<file path="config.mk">
export PLATFORM = sky130hd
export DESIGN_NAME = lfsr_prbs_engine
export DESIGN_NICKNAME = d
export VERILOG_FILES = /design/src/rtl/lfsr_prbs_pkg.sv /design/src/rtl/lfsr_prbs_engine_checker.sv /design/src/rtl/lfsr_prbs_engine.sv
export SDC_FILE = /design/constraint.sdc
export NUM_CORES = 1
export LEC_CHECK = 0
export ABC_AREA = 1
export CAP_MARGIN = 20
export CORE_ASPECT_RATIO = 1.2
export CORE_MARGIN = 4
export CORE_UTILIZATION = 53
export CTS_CLUSTER_DIAMETER = 80
export DETAILED_ROUTE_END_ITERATION = 16
export GPL_ROUTABILITY_DRIVEN = 0
export GPL_TIMING_DRIVEN = 0
export HOLD_SLACK_MARGIN = 0.05
export PLACE_DENSITY = 0.8
export SLEW_MARGIN = 20
export SYNTH_ARGS = -nofsm -noshare
export SYNTH_HDL_FRONTEND = slang
export SYNTH_SLANG_ARGS = --single-unit
export TNS_END_PERCENT = 50
</file>
<file path="constraint.sdc">
create_clock -name lfsr_clk -period 1.76 [get_ports lfsr_clk]
set_input_delay 0.352 -clock lfsr_clk [delete_from_list [all_inputs] [get_ports lfsr_clk]]
set_output_delay 0.352 -clock lfsr_clk [all_outputs]
set_load 0.05 [all_outputs]
</file>
<file path="src/rtl/lfsr_prbs_pkg.sv">
// Shared types and the LFSR feedback helper for the PRBS generator/checker.
// The feedback function works on a fixed maximum width, so LFSR_LENGTH must
// not exceed LFSR_MAX_W.
package lfsr_pkg;

    localparam int LFSR_MAX_W = 64;
    localparam int LFSR_IDX_W = 6;

    typedef enum logic [1:0] {
        CHK_HUNT   = 2'd0,
        CHK_VERIFY = 2'd1,
        CHK_LOCKED = 2'd2
    } chk_state_t;

    // Fibonacci feedback: the top bit is always tapped, bits 1..msb-1 are
    // tapped where poly has a one, and bit 0 (constant term) is ignored.
    function automatic logic lfsr_fb(
        input logic [LFSR_MAX_W-1:0] state,
        input logic [LFSR_MAX_W-1:0] poly,
        input logic [LFSR_IDX_W-1:0] msb
    );
        logic fb;
        fb = state[msb];
        for (int i = 1; i < LFSR_MAX_W - 1; i++) begin
            if ((i < int'(msb)) && poly[i]) begin
                fb = fb ^ state[i];
            end
        end
        return fb;
    endfunction

endpackage

</file>
<file path="src/rtl/lfsr_prbs_engine_checker.sv">
// Self-synchronising PRBS checker: fills its own LFSR from the received
// stream, verifies the prediction for LOCK_COUNT bits, then tracks errors
// while locked and falls back to hunting after LOSS_THRESH misses in a row.
module lfsr_prbs_checker
    import lfsr_pkg::*;
#(
    parameter int                     LFSR_LENGTH    = 16,
    parameter logic [LFSR_LENGTH-1:0] LFSR_PRIM_POLY = 16'hD009,
    parameter int                     LOCK_COUNT     = 32,
    parameter int                     LOSS_THRESH    = 8,
    parameter int                     ERR_CNT_W      = 16
) (
    input  logic                 lfsr_clk,
    input  logic                 reset,
    input  logic                 rx_valid,
    input  logic                 rx_bit,
    input  logic                 cnt_clr,
    output logic                 chk_locked,
    output logic                 chk_err,
    output logic [ERR_CNT_W-1:0] err_cnt
);

    localparam logic [LFSR_IDX_W-1:0] MSB_IDX  = LFSR_IDX_W'(LFSR_LENGTH - 1);
    localparam logic [LFSR_MAX_W-1:0] POLY_EXT = LFSR_MAX_W'(LFSR_PRIM_POLY);

    // Counters run 0..N-1; the last value marks the Nth event.
    localparam int FILL_W  = (LFSR_LENGTH > 1) ? $clog2(LFSR_LENGTH) : 1;
    localparam int MATCH_W = (LOCK_COUNT  > 1) ? $clog2(LOCK_COUNT)  : 1;
    localparam int MISS_W  = (LOSS_THRESH > 1) ? $clog2(LOSS_THRESH) : 1;

    localparam logic [FILL_W-1:0]  FILL_LAST  = FILL_W'(LFSR_LENGTH - 1);
    localparam logic [MATCH_W-1:0] MATCH_LAST = MATCH_W'(LOCK_COUNT - 1);
    localparam logic [MISS_W-1:0]  MISS_LAST  = MISS_W'(LOSS_THRESH - 1);

    chk_state_t             state_q;
    logic [LFSR_LENGTH-1:0] c_q;
    logic [FILL_W-1:0]      fill_q;
    logic [MATCH_W-1:0]     match_q;
    logic [MISS_W-1:0]      miss_q;

    logic                   exp_bit;
    logic                   bit_ok;
    logic                   locked_miss;
    logic [LFSR_LENGTH-1:0] c_shift;
    logic [LFSR_LENGTH-1:0] c_step;

    // Prediction of the next received bit and the two ways c can advance.
    always_comb begin
        exp_bit     = lfsr_fb(LFSR_MAX_W'(c_q), POLY_EXT, MSB_IDX);
        bit_ok      = (rx_bit == exp_bit);
        c_shift     = {c_q[LFSR_LENGTH-2:0], rx_bit};
        c_step      = {c_q[LFSR_LENGTH-2:0], exp_bit};
        locked_miss = rx_valid && (state_q == CHK_LOCKED) && !bit_ok;
    end

    // Checker FSM: hunt/verify/locked with fill, match and miss counters.
    always_ff @(posedge lfsr_clk) begin
        if (reset) begin
            state_q    <= CHK_HUNT;
            c_q        <= '0;
            fill_q     <= '0;
            match_q    <= '0;
            miss_q     <= '0;
            chk_locked <= 1'b0;
            chk_err    <= 1'b0;
        end else begin
            chk_err <= 1'b0;
            if (rx_valid) begin
                case (state_q)
                    CHK_HUNT: begin
                        c_q <= c_shift;
                        if (fill_q == FILL_LAST) begin
                            fill_q <= '0;
                            // An all-zero fill would self-predict zeros forever,
                            // so it is refused and the hunt simply restarts.
                            if (c_shift != '0) begin
                                state_q <= CHK_VERIFY;
                                match_q <= '0;
                            end
                        end else begin
                            fill_q <= fill_q + 1'b1;
                        end
                    end
                    CHK_VERIFY: begin
                        c_q <= c_step;
                        if (bit_ok) begin
                            if (match_q == MATCH_LAST) begin
                                state_q    <= CHK_LOCKED;
                                chk_locked <= 1'b1;
                                match_q    <= '0;
                                miss_q     <= '0;
                            end else begin
                                match_q <= match_q + 1'b1;
                            end
                        end else begin
                            state_q <= CHK_HUNT;
                            fill_q  <= '0;
                        end
                    end
                    CHK_LOCKED: begin
                        c_q <= c_step;
                        if (!bit_ok) begin
                            chk_err <= 1'b1;
                            if (miss_q == MISS_LAST) begin
                                state_q    <= CHK_HUNT;
                                fill_q     <= '0;
                                miss_q     <= '0;
                                chk_locked <= 1'b0;
                            end else begin
                                miss_q <= miss_q + 1'b1;
                            end
                        end else begin
                            miss_q <= '0;
                        end
                    end
                    default: begin
                        state_q    <= CHK_HUNT;
                        fill_q     <= '0;
                        chk_locked <= 1'b0;
                    end
                endcase
            end
        end
    end

    // Saturating error counter; a clear wins over a same-cycle error and
    // losing lock leaves the count intact.
    always_ff @(posedge lfsr_clk) begin
        if (reset) begin
            err_cnt <= '0;
        end else if (cnt_clr) begin
            err_cnt <= '0;
        end else if (locked_miss && (err_cnt != {ERR_CNT_W{1'b1}})) begin
            err_cnt <= err_cnt + 1'b1;
        end
    end

endmodule

</file>
<file path="src/rtl/lfsr_prbs_engine.sv">
// PRBS engine top: inline Fibonacci LFSR generator with seed load and
// zero-seed protection, plus an independent self-synchronising checker.
// Loopback between the two halves is done outside this block.
module lfsr_prbs_engine
    import lfsr_pkg::*;
#(
    parameter int                     LFSR_LENGTH    = 16,
    parameter logic [LFSR_LENGTH-1:0] LFSR_PRIM_POLY = 16'hD009,
    parameter logic [LFSR_LENGTH-1:0] LFSR_SEED_VAL  = 16'hACE1,
    parameter int                     LOCK_COUNT     = 32,
    parameter int                     LOSS_THRESH    = 8,
    parameter int                     ERR_CNT_W      = 16
) (
    input  logic                   lfsr_clk,
    input  logic                   reset,
    input  logic                   lfsr_en,
    input  logic                   seed_load,
    input  logic [LFSR_LENGTH-1:0] seed_val,
    output logic [LFSR_LENGTH-1:0] lfsr_state_out,
    output logic                   lfsr_out,
    input  logic                   rx_valid,
    input  logic                   rx_bit,
    input  logic                   cnt_clr,
    output logic                   chk_locked,
    output logic                   chk_err,
    output logic [ERR_CNT_W-1:0]   err_cnt
);

    localparam logic [LFSR_IDX_W-1:0] MSB_IDX  = LFSR_IDX_W'(LFSR_LENGTH - 1);
    localparam logic [LFSR_MAX_W-1:0] POLY_EXT = LFSR_MAX_W'(LFSR_PRIM_POLY);

    logic [LFSR_LENGTH-1:0] lfsr_q;
    logic                   gen_fb;

    // Generator feedback from the current register contents.
    always_comb begin
        gen_fb = lfsr_fb(LFSR_MAX_W'(lfsr_q), POLY_EXT, MSB_IDX);
    end

    // Generator register: seed load beats step; a zero seed would lock the
    // LFSR up, so the reset seed is substituted for it.
    always_ff @(posedge lfsr_clk) begin
        if (reset) begin
            lfsr_q <= LFSR_SEED_VAL;
        end else if (seed_load) begin
            lfsr_q <= (seed_val == '0) ? LFSR_SEED_VAL : seed_val;
        end else if (lfsr_en) begin
            lfsr_q <= {lfsr_q[LFSR_LENGTH-2:0], gen_fb};
        end
    end

    assign lfsr_state_out = lfsr_q;
    assign lfsr_out       = lfsr_q[LFSR_LENGTH-1];

    lfsr_prbs_checker #(
        .LFSR_LENGTH    (LFSR_LENGTH),
        .LFSR_PRIM_POLY (LFSR_PRIM_POLY),
        .LOCK_COUNT     (LOCK_COUNT),
        .LOSS_THRESH    (LOSS_THRESH),
        .ERR_CNT_W      (ERR_CNT_W)
    ) u_checker (
        .lfsr_clk   (lfsr_clk),
        .reset      (reset),
        .rx_valid   (rx_valid),
        .rx_bit     (rx_bit),
        .cnt_clr    (cnt_clr),
        .chk_locked (chk_locked),
        .chk_err    (chk_err),
        .err_cnt    (err_cnt)
    );

endmodule

</file>
==> run summary <==
Power Density = 878 nW/µm²
Clock Sink Count = 64
layout cells sized above 1 = 10.7%
Final Max Slew Viols = 0
pin count of the biggest net entering global routing = 12
Yosys warnings = 0
Post-Route Skew = 0.00687 ns
antenna viol nets, final = 0
DRT iter0 DRCs = 179
HPWL after DPL = 6790 µm
Finished Core Util = 71.3%
status = finished, final reports clean
#FFs+latches synth = 64
initial antenna violation count = 0
setup violators final = 0
worst path arrival time = 1.32 ns
Max transition margin = 65.5%
crit path max fanout = 5
grt ovf = 0
worst skew pair latency = 0.34 ns
DRC = 0
PortBufs = 57
first-pass GRT wire length = 14800 µm
MaxCap Viol Count = 0
Core Rows = 31
Tot Pwr = 3860 µW
GRT Util Overall = 23.9%
clock root buffer = clkbuf_8
fill cell count = 545
slew at the pin with the worst max-slew slack = 0.519 ns
Post-synth ARST share = 0%
core area = 6170 µm²
Top FF cell, synth = dfxtp_1
DRT Pass-1 Iters = 6
Critical Path RT = 1.41 ns
Initial Utilization = 55.9%
synth top area cells = dfxtp_1 (37%), nand2_1 (10%), nand3_1 (8.6%)
DR WL/cell = 13.7 µm
Worst R2R Setup Slack = 0.09 ns
largest stage delay on the critical path = 0.56 ns
Top delay family on crit path = buffers and inverters
Final TNS setup = 0 ns
Yosys top cell by area = dfxtp_1
register area share after synthesis = 37.1%
Post-Syn Area = 3450 µm²
Hold/Removal Path Class = flop to flop
sw power = 1100 µW
Post-synth EDFFs = 0
fin nets = 597
CTS Hold Buffers Added = 0
I/O pin count = 58
commonest cells in the netlist = nand2_1 (95), dfxtp_1 (64), nand3_1 (59)
Synth Instances = 495
Tcrit/Tclk final = 94.9%
min Tclk post-route = 1.67 ns
Die Area = 7870 µm²
final hold violation count = 0
Clock Path Buffers = 2
number of distinct library cells after synthesis = 29
Combinational Power Share = 19.4%
sequential power share = 41.1%
Die X = 81.6 µm
Mapped Nets = 528
vias in the first global route = 3466
CP Class = flop to output pin
leak pwr = 0.00192 µW
total wire length = 8920 µm
Multi-input gate area = 1930 µm²
hold_ws = 0.470 ns
Area Overhead vs Synth = 27.5%
CTS H-tree lvls = 3
DP Area = 4130 µm²
top-count cell post-synth = nand2_1
# diodes = 0
Pint = 2760 µW
crit path launch type = flop
vias per cell = 5.50
CP Capture Type = output pin
largest vdd supply drop = 549 µV
post-route design area = 4400 µm²
switch share = 28.5%
clock-pin slew of the registers on the worst-case setup and hold paths = 0.07 ns
worst path cell trace = dlygate4sd2_1
TritonCTS Buffers = 9
fmax = 599 MHz
Mapped Avg Cell Area = 6.97 µm²
FF/Latch Area = 1290 µm²
CP max stage cell = dlygate4sd2_1
CTS tree = built
worst path buffer plus inverter count = 1
chip height = 96.4 µm
Clk network pwr share = 39.6%
Vias = 3579
Yosys top cell area share = 37.1%
==> routing by layer <==
layer  GRT usage (%)  wire length (µm)  vias to the layer above
met5               0                 0                        -
met4            14.1               246                        0
met2            42.7              4560                      145
li1                -                 -                     1770
met3            4.17               606                       22
met1            26.2              3510                     1642
==> final timing paths <==
path                           to  cells past startpoint             startpoint
max                   err_cnt[14]                      1  u_checker.err_cnt[14]
min          u_checker.match_q[3]                      2   u_checker.match_q[3]
max reg2reg  u_checker.chk_locked                     11   u_checker.match_q[0]
min reg2reg  u_checker.match_q[3]                      2   u_checker.match_q[3]
==> power by group through the flow <==
| stage | Combinational, µW | Clock, µW | Sequential (µW) |
|---|---|---|---|
| 2_1_floorplan | 392 | 0 | 1720 |
| 3_3_place_gp | 723 | 0 | 1610 |
| 3_5_place_dp | 739 | 0 | 1620 |
| 4_1_cts | 719 | 1550 | 1580 |
| 5_1_grt | 821 | 1620 | 1590 |
| 6_report | 748 | 1530 | 1590 |
==> cell type report <==
type                       instances  area share [%]
buffer                            15            1.79
tap                               82            2.33
multi-input combinational        360            43.9
inverter                          55            4.69
clock buffer                      11            3.21
clock inverter                     5            2.36
timing repair buffer              59            12.3
sequential                        64            29.4
==> registers in the layout, indices dropped and copies added (netlist names) <==
signal and flops:
u_checker.err_cnt 16, u_checker.chk_err 1, u_checker.state_q 2, u_checker.match_q 5, u_checker.fill_q 4, u_checker.c_q 16
u_checker.miss_q 3, u_checker.chk_locked 1, lfsr_state_out 16
==> cells by family (layout without fill, tap and decap cells) <==
group	count (synthesis)	count (layout)	share of synthesized area, %
buffers and inverters	71	145	8.31
AO/OA/AOI/OAI	86	86	13.3
flip-flops	64	64	37.1
adder cells (fa/ha/maj)	10	10	3.63
AND/OR/NAND/NOR	246	246	33.0
XOR/XNOR	18	18	4.57
==> timing repair <==
item | CTS | global route
pin swaps | 0 | 3
gates resized for setup | 38 | 20
gates cloned | 0 | 0
endpoints found under the setup margin | 47 | 37
buffers inserted | 0 | 2
==> cells in the final DEF (no fill, tap or decap), types with 5 or more instances in the layout <==
cell type        Yosys  routed
clkdlybuf4s50_1      0      21
clkbuf_8             0      10
nor4_1               5       5
nand2_4              5       5
nand2_2              5       7
dfxtp_2              0      10
xor2_1              13      13
clkbuf_1            12      10
inv_1               54      54
o21ai_0             23      23
nor2_2               0       5
dlygate4sd2_1        0      34
nor2_1              57      51
nand2_1             95      93
nor3_1               8       8
nand4_1              6       6
xnor2_1              5       5
o211ai_1             7       7
nand3_1             59      58
dfxtp_1             64      54
a21oi_1             50      50
ha_1                10       7
==> stage by stage <==
stage,instances,worst slack [ns]
floorplan,495,0.00856
finish,651,0.0898
global placement,634,-0.373
CTS,650,0.000818
detailed placement,634,-0.406
global route,651,-0.0226
(Power assumes the default switching activity.)
